<file path="config.mk">
export PLATFORM = sky130hd
export DESIGN_NAME = fpu_exception_pipe
export DESIGN_NICKNAME = d
export VERILOG_FILES = /design/src/rtl/fpu_exc_pkg.sv /design/src/rtl/fp_classify.sv /design/src/rtl/fpu_exception_pipe.sv
export SDC_FILE = /design/constraint.sdc
export NUM_CORES = 1
export LEC_CHECK = 0
export ABC_CLOCK_PERIOD_IN_PS = 5710
export CAP_MARGIN = 5
export CORE_ASPECT_RATIO = 2
export CORE_MARGIN = 2
export CORE_UTILIZATION = 45
export CTS_BUF_LIST = sky130_fd_sc_hd__clkbuf_16
export DETAILED_ROUTE_END_ITERATION = 6
export PLACE_DENSITY_LB_ADDON = 0.08
export SETUP_SLACK_MARGIN = 0.05
export SYNTH_ARGS = -nofsm -noshare
export SYNTH_HDL_FRONTEND = slang
export SYNTH_SLANG_ARGS = --single-unit
</file>
<file path="constraint.sdc">
create_clock -name clk -period 5.71 [get_ports clk]
set_input_delay 0.8565 -clock clk [delete_from_list [all_inputs] [get_ports clk]]
set_output_delay 0.8565 -clock clk [all_outputs]
set_load 0.05 [all_outputs]
</file>
<file path="src/rtl/fpu_exc_pkg.sv">
// Shared encodings for the FPU exception pipeline: op select, case codes, operand classes.
package fpu_exc_pkg;

  localparam int unsigned OP_W   = 2;
  localparam int unsigned CODE_W = 3;
  localparam int unsigned CLS_W  = 3;

  localparam logic [OP_W-1:0] OP_ADD  = 2'b00;
  localparam logic [OP_W-1:0] OP_SUB  = 2'b01;
  localparam logic [OP_W-1:0] OP_MUL  = 2'b10;
  localparam logic [OP_W-1:0] OP_RSVD = 2'b11;

  typedef enum logic [CODE_W-1:0] {
    EXC_NONE    = 3'd0,
    EXC_NAN     = 3'd1,
    EXC_COPY_A  = 3'd2,
    EXC_COPY_B  = 3'd3,
    EXC_INF     = 3'd4,
    EXC_ZERO    = 3'd5,
    EXC_CANCEL  = 3'd6,
    EXC_INVALID = 3'd7
  } exc_code_e;

  typedef enum logic [CLS_W-1:0] {
    CLS_ZERO    = 3'd0,
    CLS_SUBNORM = 3'd1,
    CLS_NORMAL  = 3'd2,
    CLS_INF     = 3'd3,
    CLS_QNAN    = 3'd4,
    CLS_SNAN    = 3'd5
  } fp_class_e;

  // Either NaN flavour.
  function automatic logic is_nan(input fp_class_e c);
    return (c == CLS_QNAN) || (c == CLS_SNAN);
  endfunction

endpackage

</file>
<file path="src/rtl/fp_classify.sv">
// Classifies one operand magnitude (exponent + mantissa, sign excluded).
module fp_classify
  import fpu_exc_pkg::*;
#(
  parameter int unsigned EXP_BITS  = 8,
  parameter int unsigned MANT_BITS = 23
) (
  input  logic [EXP_BITS+MANT_BITS-1:0] mag,
  output fp_class_e                     cls_c
);

  logic [EXP_BITS-1:0]  exp_f;
  logic [MANT_BITS-1:0] mant_f;

  assign exp_f  = mag[EXP_BITS+MANT_BITS-1:MANT_BITS];
  assign mant_f = mag[MANT_BITS-1:0];

  // Subnormals count as finite nonzero; NaN quietness comes from the mantissa MSB.
  always_comb begin
    cls_c = CLS_NORMAL;
    if (exp_f == '0) begin
      cls_c = (mant_f == '0) ? CLS_ZERO : CLS_SUBNORM;
    end else if (&exp_f) begin
      if (mant_f == '0)               cls_c = CLS_INF;
      else if (mant_f[MANT_BITS-1])   cls_c = CLS_QNAN;
      else                            cls_c = CLS_SNAN;
    end
  end

endmodule

</file>
<file path="src/rtl/fpu_exception_pipe.sv">
// Two-stage pipe (classify, resolve) that detects IEEE-754 special-case results
// for ADD/SUB/MUL and keeps a sticky invalid flag plus a saturating special count.
module fpu_exception_pipe
  import fpu_exc_pkg::*;
#(
  parameter int unsigned EXP_BITS  = 8,
  parameter int unsigned MANT_BITS = 23,
  parameter int unsigned WIDTH     = 32,
  parameter int unsigned CNT_BITS  = 16
) (
  input  logic                clk,
  input  logic                rst,
  input  logic                in_valid,
  output logic                in_ready,
  input  logic [WIDTH-1:0]    a,
  input  logic [WIDTH-1:0]    b,
  input  logic [OP_W-1:0]     op_sel,
  output logic                out_valid,
  input  logic                out_ready,
  output logic                special,
  output logic [CODE_W-1:0]   exception_flag,
  output logic [WIDTH-1:0]    result,
  output logic                nv_flag,
  input  logic                flag_clr,
  output logic [CNT_BITS-1:0] exc_count
);

  localparam int unsigned MAG_W = EXP_BITS + MANT_BITS;
  localparam logic [WIDTH-1:0] CANON_NAN =
    {1'b0, {EXP_BITS{1'b1}}, 1'b1, {(MANT_BITS-1){1'b0}}};

  if (WIDTH != 1 + EXP_BITS + MANT_BITS) begin : g_bad_width
    $error("fpu_exception_pipe: WIDTH must equal 1+EXP_BITS+MANT_BITS");
  end

  fp_class_e cls_a_c, cls_b_c;

  fp_classify #(.EXP_BITS(EXP_BITS), .MANT_BITS(MANT_BITS)) u_cls_a (
    .mag   (a[MAG_W-1:0]),
    .cls_c (cls_a_c)
  );

  fp_classify #(.EXP_BITS(EXP_BITS), .MANT_BITS(MANT_BITS)) u_cls_b (
    .mag   (b[MAG_W-1:0]),
    .cls_c (cls_b_c)
  );

  // Stage 1 (classify) state
  logic             s1_valid;
  logic [WIDTH-1:0] s1_a, s1_b;
  logic [OP_W-1:0]  s1_op;
  fp_class_e        s1_cls_a, s1_cls_b;

  // Stage 2 (resolve) state
  logic             s2_valid;
  exc_code_e        s2_code;
  logic [WIDTH-1:0] s2_result;
  logic             s2_special;
  logic             s2_invalid;

  logic                nv_q;
  logic [CNT_BITS-1:0] cnt_q;

  logic advance_c;
  logic accept_c;

  // Both stages move together whenever the output slot is free or being drained.
  assign advance_c = !s2_valid || out_ready;
  assign accept_c  = s2_valid && out_ready;
  assign in_ready  = advance_c;

  // Stage 1: capture operands and their classes.
  always_ff @(posedge clk) begin
    if (rst) begin
      s1_valid <= 1'b0;
      s1_a     <= '0;
      s1_b     <= '0;
      s1_op    <= OP_ADD;
      s1_cls_a <= CLS_ZERO;
      s1_cls_b <= CLS_ZERO;
    end else if (advance_c) begin
      s1_valid <= in_valid;
      if (in_valid) begin
        s1_a     <= a;
        s1_b     <= b;
        s1_op    <= op_sel;
        s1_cls_a <= cls_a_c;
        s1_cls_b <= cls_b_c;
      end
    end
  end

  exc_code_e        res_code_c;
  logic [WIDTH-1:0] res_val_c;
  logic             res_inv_c;

  logic             a_sign_c, b_eff_c, mul_sign_c, any_nan_c, any_snan_c;
  logic [MAG_W-1:0] a_mag_c, b_mag_c;

  // Resolve: first-match priority of the special cases for the staged op.
  always_comb begin
    res_code_c = EXC_NONE;
    res_val_c  = '0;
    res_inv_c  = 1'b0;

    a_sign_c   = s1_a[WIDTH-1];
    b_eff_c    = s1_b[WIDTH-1] ^ (s1_op == OP_SUB);
    mul_sign_c = s1_a[WIDTH-1] ^ s1_b[WIDTH-1];
    a_mag_c    = s1_a[MAG_W-1:0];
    b_mag_c    = s1_b[MAG_W-1:0];
    any_nan_c  = is_nan(s1_cls_a) || is_nan(s1_cls_b);
    any_snan_c = (s1_cls_a == CLS_SNAN) || (s1_cls_b == CLS_SNAN);

    if (s1_op == OP_ADD || s1_op == OP_SUB) begin
      if (any_nan_c) begin
        res_code_c = EXC_NAN;
        res_val_c  = CANON_NAN;
      end else if (s1_cls_a == CLS_INF && s1_cls_b == CLS_INF && a_sign_c != b_eff_c) begin
        res_code_c = EXC_INVALID;
        res_val_c  = CANON_NAN;
      end else if (s1_cls_a == CLS_INF) begin
        res_code_c = EXC_INF;
        res_val_c  = s1_a;
      end else if (s1_cls_b == CLS_INF) begin
        res_code_c = EXC_INF;
        res_val_c  = {b_eff_c, b_mag_c};
      end else if (s1_cls_a == CLS_ZERO && s1_cls_b == CLS_ZERO) begin
        res_code_c = EXC_ZERO;
        res_val_c  = {a_sign_c & b_eff_c, {MAG_W{1'b0}}};
      end else if (s1_cls_a == CLS_ZERO) begin
        res_code_c = EXC_COPY_B;
        res_val_c  = {b_eff_c, b_mag_c};
      end else if (s1_cls_b == CLS_ZERO) begin
        res_code_c = EXC_COPY_A;
        res_val_c  = s1_a;
      end else if (a_mag_c == b_mag_c && a_sign_c != b_eff_c) begin
        res_code_c = EXC_CANCEL;
        res_val_c  = '0;
      end
    end else if (s1_op == OP_MUL) begin
      if (any_nan_c) begin
        res_code_c = EXC_NAN;
        res_val_c  = CANON_NAN;
      end else if ((s1_cls_a == CLS_INF && s1_cls_b == CLS_ZERO) ||
                   (s1_cls_a == CLS_ZERO && s1_cls_b == CLS_INF)) begin
        res_code_c = EXC_INVALID;
        res_val_c  = CANON_NAN;
      end else if (s1_cls_a == CLS_INF || s1_cls_b == CLS_INF) begin
        res_code_c = EXC_INF;
        res_val_c  = {mul_sign_c, {EXP_BITS{1'b1}}, {MANT_BITS{1'b0}}};
      end else if (s1_cls_a == CLS_ZERO || s1_cls_b == CLS_ZERO) begin
        res_code_c = EXC_ZERO;
        res_val_c  = {mul_sign_c, {MAG_W{1'b0}}};
      end
    end

    res_inv_c = (res_code_c == EXC_INVALID) || (res_code_c == EXC_NAN && any_snan_c);
  end

  // Stage 2: register the resolved case; bubbles leave an all-zero payload.
  always_ff @(posedge clk) begin
    if (rst) begin
      s2_valid   <= 1'b0;
      s2_code    <= EXC_NONE;
      s2_result  <= '0;
      s2_special <= 1'b0;
      s2_invalid <= 1'b0;
    end else if (advance_c) begin
      s2_valid   <= s1_valid;
      s2_code    <= s1_valid ? res_code_c : EXC_NONE;
      s2_result  <= s1_valid ? res_val_c : '0;
      s2_special <= s1_valid && (res_code_c != EXC_NONE);
      s2_invalid <= s1_valid && res_inv_c;
    end
  end

  // Sticky invalid flag and saturating special count; a set/increment wins over a clear.
  always_ff @(posedge clk) begin
    if (rst) begin
      nv_q  <= 1'b0;
      cnt_q <= '0;
    end else begin
      if (accept_c && s2_invalid) nv_q <= 1'b1;
      else if (flag_clr)          nv_q <= 1'b0;

      if (flag_clr)
        cnt_q <= (accept_c && s2_special) ? CNT_BITS'(1) : '0;
      else if (accept_c && s2_special && !(&cnt_q))
        cnt_q <= cnt_q + CNT_BITS'(1);
    end
  end

  assign out_valid      = s2_valid;
  assign special        = s2_special;
  assign exception_flag = s2_code;
  assign result         = s2_result;
  assign nv_flag        = nv_q;
  assign exc_count      = cnt_q;

endmodule

</file>
==> impl_results.md <==
* Chip height at 169.2 um
* Share of cells above drive strength 1 at 6.319%
* Status: finished clean
* Area contributors post-synth: dfxtp_1 (42%), nand2_1 (12%), a21oi_1 (9.1%)
* Pleak at 2.765 nW
* Drt drc at 0
* Number of port buffers at 125
* H-tree Lvls at 4
* Die X at 86.59 um
* Critical path, cell by cell: clkdlybuf4s50_1 -> nor2b_2 -> buf_4 -> inv_1 -> clkdlybuf4s50_1
* Fin. Hold Viols at 0
* Final Net Count at 962
* Crit path max-delay cell type: clkdlybuf4s50_1
* Most frequent cells in the layout: nand2_1 (188), dfxtp_1 (128), clkdlybuf4s50_1 (124)
* Largest net degree at the start of global routing at 105
* Fillers at 1,264
* DRT iter0 DRCs at 334
* ANT cells at 0
* Critical path's top delay family: buffers and inverters
* Critical path launch point type: input port
* Cells after synthesis at 791
* Setup CP Type: input port to primary output
* CTS root buf: clkbuf_16
* Slew Limit Fails at 0
* CP peak stage delay at 0.74 ns
* Post-CTS Setup Bufs at 0
* Detailed placer's ending HPWL at 13,160 um
* Achievable frequency at 274.1 MHz
* Hold Path Depth at 2
* First-pass GRT wire length at 29,200 um
* Relative max-transition margin at 12.38%
* Area Overhead vs Synth at 29.68%
* Clock tree from TritonCTS: done
* Ys Warns at 0
* Top cell type's share of synthesized area at 41.74%
* Tmin final at 3.649 ns
* Pwr/cell area at 281.0 nW/um^2
* Initial antenna violation count at 0
* WP buf/inv at 4
* Wire length per cell at 17.37 um
* Worst path most repeated cell: clkdlybuf4s50_1
* Vias per inst at 5.676
* Synthesized netlist net count at 864
* # setup viols final at 0
* CTS clock-pin slew for the worst setup and hold paths at 0.06 ns
* Worst path arrival time at 2.79 ns
* Core area at 13,360 sq um
* Synthesized area at 6138 sq um
* Row count at 60
* Worst-case reg-to-reg path depth at 9
* Synth Register Bits at 128
* Setup_tns at 0 ns
* Gr usage total at 25.42%
* Flop2flop setup slack at 2.75 ns
* Initial Util at 45.94%
* GPL Wtd Cong at 0.9177
* Largest area contributor in the netlist: dfxtp_1
* Distinct cells, synth at 55
* Total Wirelength at 18,360 um
* Die area at 14,650 sq um
* Hold Slack at 0.4569 ns
* Layout Skew at 0.01234 ns
* Post-CTS Hold Buffers at 0
* PnR Total Power at 2.237 mW
* Sequential area share after synthesis at 41.74%
* HP Class: flop to flop
* Max Root-Sink Buffers at 2
* Clk Latency, worst-skew pair at 0.41 ns
* Post-synth EDFFs at 0
* Actual slew at the worst max-slew pin at 1.313 ns
* Num ports at 126
* CTS buffer count at 17
* Worst setup EP type: primary output
* Max-Cap Viols at 0
* Final worst path period share at 63.90%
* Main synth FF type: dfxtp_1
* Crit path depth at 5
* Pre-antenna DRT Iters at 6
* TritonCTS Sinks at 128
* Critical path fanouts, max at 40
* Post-synth ARST share at 0%
* Mean Syn Cell Area at 7.760 sq um
* # resized after CTS at 0
* Worst Path Required at 4.85 ns
* Vias in the first global route at 5,928
* RSZ-0062 raised after global routing: no
* Post-route ant nets at 0
* Most common cell after layout, fill and taps aside: nand2_1
* Vias at 6,000
* VDD IR max at 0.2111 mV
* Global route overflow at 0
-- metal layers --
| layer | wire, um | track usage, % | vias up |
|---|---|---|---|
| met5 | 0 | 0 | - |
| met4 | 754 | 12.91 | 0 |
| met3 | 796 | 3.745 | 48 |
| met2 | 9990 | 46.79 | 219 |
| met1 | 6820 | 27.29 | 2806 |
| li1 | - | - | 2927 |
-- state kept, by name, indices dropped and copies added (netlist names), 2 cells and up --
name            count
s1_op               2
s1_cls_b            3
s1_cls_a            3
s1_a               32
s1_b               32
exception_flag      3
result             32
exc_count          16
-- Yosys cell counts, types with 5 or more instances --
library cell	n
o21ai_0	29
buf_2	5
a21boi_0	30
nor3_1	8
xor2_1	8
nand2_1	189
nand4_1	17
o21ai_1	6
inv_1	5
a21oi_1	111
and2_1	35
xnor2_1	39
nor2_1	31
nor4_1	20
nor2b_1	5
o31ai_1	9
clkbuf_1	45
dfxtp_1	128
nand3_1	9
-- worst register-to-register path, cell delays in order, from the launching register on --
cell	delay, ns
dfxtp_1	0.52
nand2b_1	0.17
xnor2_1	0.14
ha_1	0.31
inv_1	0.10
or4_4	0.14
nand2_1	0.29
nor2_2	0.79
o21ai_0	0.25
a21oi_1	0.17
-- stage by stage --
step	instance area, sq um	utilization, %	setup slack [ns]	cells
floorplan	6138	-	3.339	791
global placement	7425	55.56	2.083	1025
detailed placement	7425	55.56	2.071	1025
CTS	7960	59.57	2.065	1057
global route	7960	59.57	1.952	1057
finish	7960	59.57	2.061	1057
-- kinds of logic after synthesis --
family,after synthesis,share of synthesized area (%)
DFF,128,41.74
adders and majority gates,2,0.4076
and+or+nand+nor,340,26.15
muxes,1,0.1631
AOI/OAI and AO/OA,216,21.06
xor gates and xnor gates,47,6.706
buffers and inverters,57,3.771
-- report_power, final --
| part | leakage (nW) | switching [mW] | internal, mW |
|---|---|---|---|
| Sequential | 1.05 | 0.0359 | 0.929 |
| Clock | 0.254 | 0.423 | 0.558 |
| Combinational | 1.47 | 0.169 | 0.122 |
| Total | 2.77 | 0.628 | 1.61 |
-- path summary, 6_finish.rpt --
kind / endpoint / start
setup / recovery: in_ready / out_ready
hold / removal: result[2] / result[2]
setup reg to reg: result[8] / s1_op[1]
hold reg to reg: result[2] / result[2]
-- area by class of cell --
class	count	area [sq um]	area share, %
multi-input combinational	606	3356	42.16
inverter	5	18.77	0.2358
tap	155	193.9	2.436
clock buffer	17	425.4	5.344
timing repair buffer	131	1294	16.25
sequential	128	2562	32.19
clock inverter	15	110.1	1.383
No activity file was read; power rests on OpenSTA's default activity.
==> edit 1, RTL diff (same flow settings) <==
Re-encode `fp_class_e` (6 values) as Gray code, 3 bits wide.
--- a/src/rtl/fpu_exc_pkg.sv
+++ b/src/rtl/fpu_exc_pkg.sv
@@ -22,11 +22,11 @@
   } exc_code_e;
 
-  typedef enum logic [CLS_W-1:0] {
-    CLS_ZERO    = 3'd0,
-    CLS_SUBNORM = 3'd1,
-    CLS_NORMAL  = 3'd2,
-    CLS_INF     = 3'd3,
-    CLS_QNAN    = 3'd4,
-    CLS_SNAN    = 3'd5
+  typedef enum logic [2:0] {
+    CLS_ZERO    = 3'b000,
+    CLS_SUBNORM = 3'b001,
+    CLS_NORMAL  = 3'b011,
+    CLS_INF     = 3'b010,
+    CLS_QNAN    = 3'b110,
+    CLS_SNAN    = 3'b111
   } fp_class_e;
 
Behaviour: same outputs for any inputs over 4 cycles, from zero or initial values and one cycle with rst high; so few cycles prove little.
==> edit 1 against the original RTL <==
Fmax grew 3.1%. Clock power grew 10%. Sequential cell count is the same. Synthesized area shrank 4.5%. Worst setup slack gained 0.11 ns. Design area shrank 3.0%. Combinational power grew 7.2%. Synthesized cell count shrank 7.6%. Register-to-register slack gained 0.39 ns. Global-route usage shrank 1.5 points. Sequential power is essentially flat. Core utilization grew 0.52 points. Wire length shrank 7.8%. Power grew 5.2%.
==> edit 1: results (changes against the original RTL) <==
Critical path
  – Reg2reg start: s1_op[0]$_SDFFE_PP0P_
  – Worst R2R Path Depth: 7 (-2)
  – Worst R2R Setup Slack: 3.14 ns (+0.39 ns)
  – R2r endpoint: result[4]$_SDFFE_PP0N_
  – Max incr delay on CP: 0.72 ns (-0.02 ns)
  – Arr. time, crit path: 2.68 ns (-0.11 ns)
  – CP max FO: 36 (-10%)

Pwr
  – P_int: 1.711 mW (+6.4%)
  – Net Sw Power: 642.2 uW (+2.3%)
  – Leakage: 2.649 nW (-4.2%)
  – Clk pwr share: 0.457 (+0.019)
  – Comb. pwr: 312 uW (+7.2%)
  – Top Consumer: the clock network
  – Maximum vdd drop: 0.2250 mV (+6.6%)

Cells and area
  – Fillers: 1193 (-5.6%)
  – Clk cell area share: 0.07586 (+0.008589)
  – Share of layout cells above drive strength 1: 0.05924 (-0.003951)
  – Non-CTS inverters: 8 (+3)
  – Final Net Count: 904 (-6.0%)
  – Multi-input gates: 545 (-10%)
  – Multi-input logic portion of the cell area: 0.3960 (-0.02555)

Routing
  – Total wire length: 16940 um (-7.8%)
  – Routed len/inst: 17.01 um (-2.1%)
  – Routed vias/inst: 5.667 (-0.17%)
  – DRT iter0 DRCs: 383 (+15%)
  – Pre-antenna DRT Iters: 5 (-1)

Synth
  – Seq/Total Area, Yosys: 0.4371 (+0.01969)
  – Post-synthesis cell type count: 52 (-5.5%)
  – Post-Synthesis Cells: 731 (-7.6%)
  – Synthesized net count: 804 (-6.9%)
  – Synth cell count leaders: 163 x nand2_1, 128 x dfxtp_1, 92 x a21oi_1, 56 x nor2_1, 41 x xnor2_1
  – Synth area leaders: dfxtp_1 44%, nand2_1 10%, a21oi_1 7.9%
  – Syn Area/Cell: 8.019 um2 (+3.3%)

Placed design
  – Placer congestion estimate: 0.9141 (-0.39%)
  – Placed Instance Area: 0.007133 mm2 (-3.9%)
  – Dpl cells: 964 (-6.0%)
  – Dpl ws: 2.178 ns (+0.1072 ns)

Global routing
  – First-pass GRT wire length: 26380 um (-9.7%)
  – All-layer global routing usage: 0.2391 (-0.01513)

STA
  – Hold slack: 0.4559 ns (-0.001002 ns)
  – Worst slew pin tran: 0.8697 ns (-0.4433 ns)
  – Worst Skew: 0.007597 ns (-0.004745 ns)

Worst hold path
  – Worst Hold Launch: result[24]$_SDFFE_PP0N_
  – Hold Crit Endpoint: result[24]$_SDFFE_PP0N_

Run status
  – Status: finished, final reports clean
## edit 1: cell count changes after synthesis, moves of 11 or more
cell	before	now
nor2_1	31	56
a2bb2oi_1	0	22
a21oi_1	111	92
and2_1	35	2
a22oi_1	0	26
buf_2	5	16
or2_1	0	11
nand2_1	189	163
o21ai_0	29	12
clkbuf_1	45	26
a21boi_0	30	0
## edit 1: per-layer routing
metal | share of wire | vias to the layer above | GRT usage | routed length (um)
li1 | - | 2768 | - | -
met1 | 0.44 | 2659 | 0.3079 | 7422
met2 | 0.50 | 199 | 0.4041 | 8444
met3 | 0.048 | 18 | 0.03877 | 806
met4 | 0.016 | 0 | 0.08442 | 264
met5 | 0 | - | 0 | 0
## edit 1: cells by family after synthesis
kind of cell | count (synthesis) | share of synthesized area
adders and majority gates | 2 | 0.004268
buffers and inverters | 58 | 0.04248
AOI/OAI and AO/OA | 186 | 0.2092
and+or+nand+nor | 311 | 0.2382
xor gates and xnor gates | 46 | 0.06873
DFF | 128 | 0.4371
==> edit 2, RTL diff (same flow settings) <==
Without the edit above. Make the reset (`rst`) asynchronous in 3 clocked blocks.
--- a/src/rtl/fpu_exception_pipe.sv
+++ b/src/rtl/fpu_exception_pipe.sv
@@ -71,5 +71,5 @@
 
   // Stage 1: capture operands and their classes.
-  always_ff @(posedge clk) begin
+  always_ff @(posedge clk or posedge rst) begin
     if (rst) begin
       s1_valid <= 1'b0;
@@ -159,5 +159,5 @@
 
   // Stage 2: register the resolved case; bubbles leave an all-zero payload.
-  always_ff @(posedge clk) begin
+  always_ff @(posedge clk or posedge rst) begin
     if (rst) begin
       s2_valid   <= 1'b0;
@@ -176,5 +176,5 @@
 
   // Sticky invalid flag and saturating special count; a set/increment wins over a clear.
-  always_ff @(posedge clk) begin
+  always_ff @(posedge clk or posedge rst) begin
     if (rst) begin
       nv_q  <= 1'b0;
Function: differs if rst is asserted again (counterexample within 4 cycles, from zero or initial values and one cycle with rst high); with rst held inactive, the same outputs for 4 cycles.
==> edit 2 against the original RTL <==
Register-to-register slack improved by 0.10 ns. First-iteration DRC count decreased by 16%. Clock skew increased by 0.0014 ns. Synthesized area increased by 0.92%. Non-clock buffer count unchanged. Design area increased by 2.3%. Worst setup slack improved by 0.0021 ns. Sequential cell count unchanged. Wire length decreased by 5.7%. Core utilization increased by 1.0 points. Largest cell class is now flip-flops and latches.
Power is not compared: it rests on default switching activity, and its combinational part moved more than twofold at a synthesized area within 25%.
==> edit 2: results (changes against the original RTL) <==
Synth
  – Compound-Gate Fraction of Synth Area: 0.1357 (-0.07483)
  – Synth area leaders: dfrtp_1 52%, mux2_2 12%, xnor2_1 5.1%
  – Ys flop type: dfrtp_1
  – Synthesized net count: 630 (-27%)
  – XOR/XNOR Fraction of Synth Area: 0.06504 (-0.002023)
  – Seq/Total Area, Yosys: 0.5171 (+0.09962)
  – Post-synthesis adder-cell area fraction: 0.004040 (-0.00003705)

Global routing
  – Largest net degree at the start of global routing: 80 (-24%)
  – Met1 usage: 0.2498 (-0.02319)
  – Number of global-route vias before repair: 5260 (-11%)
  – First-pass GRT wire length: 27020 um (-7.5%)
  – GR Util met2: 0.4570 (-0.01087)
  – All-layer global routing usage: 0.2444 (-0.009892)

Critical path
  – Worst R2R Path Depth: 7 (-2)
  – Reg2reg start: s1_op[1]$_DFFE_PP0P_
  – CP max FO: 39 (-2.5%)
  – Worst R2R Setup Slack: 2.85 ns (+0.10 ns)

Placed design
  – Hpwl dp: 12750 um (-3.1%)
  – Dpl cells: 812 (-21%)
  – Placer congestion estimate: 0.8987 (-2.1%)

Cells and area
  – Fillers: 1168 (-7.6%)
  – Final Net Count: 749 (-22%)
  – Share of layout cells above drive strength 1: 0.1626 (+0.09936)

Routing
  – Max Used Layer: met4
  – Metal3 WL: 625 um (-21%)
  – Pre-antenna DRT Iters: 4 (-2)
  – Total wire length: 17320 um (-5.7%)
  – M1 WL: 5964 um (-13%)
  – Via count: 4999 (-17%)
  – DRT iter0 DRCs: 279 (-16%)
  – Routed vias/inst: 5.923 (+4.3%)

Run status
  – Status: finished, final reports clean

Clocking
  – Maximum clock insertion buffer count: 2 (unchanged)

STA
  – Worst Skew: 0.01374 ns (+0.001397 ns)
  – Hold slack: 0.4839 ns (+0.02696 ns)

Worst hold path
  – Hold Crit Endpoint: exception_flag[1]$_DFFE_PP0N_
  – Worst Hold Launch: exception_flag[1]$_DFFE_PP0N_
==> edit 2: cell types whose count changed after synthesis, moves of 22 or more <==
cell	change
a21boi_0	-30
a21oi_1	-98
a22oi_1	+22
and2_1	-33
clkbuf_1	-35
dfrtp_1	+128
dfxtp_1	-128
mux2_2	+66
nand2_1	-148
==> edit 2: final cells by class <==
class                      count  area [um2]  area share
clock buffer                  17       425.4     0.05226
tap                          155       193.9     0.02382
inverter                       9       36.28    0.004457
multi-input combinational    389        2824      0.3469
timing repair buffer         131        1296      0.1592
clock inverter                15       161.4     0.01983
sequential                   128        3203      0.3935
==> edit 2: per-stage QoR <==
stage | total power, mW | worst slack (ns)
global route | 3.051 | 1.964
finish | 2.930 | 2.064
CTS | 2.955 | 2.041
detailed placement | 1.877 | 2.051
global placement | 1.862 | 2.064
floorplan | 1.609 | 1.441
==> edit 2: critical path, stage by stage <==
cell,delay [ns]
clkdlybuf4s50_1,0.47
nor2b_2,0.13
buf_4,0.39
inv_1,0.19
clkdlybuf4s50_1,0.74
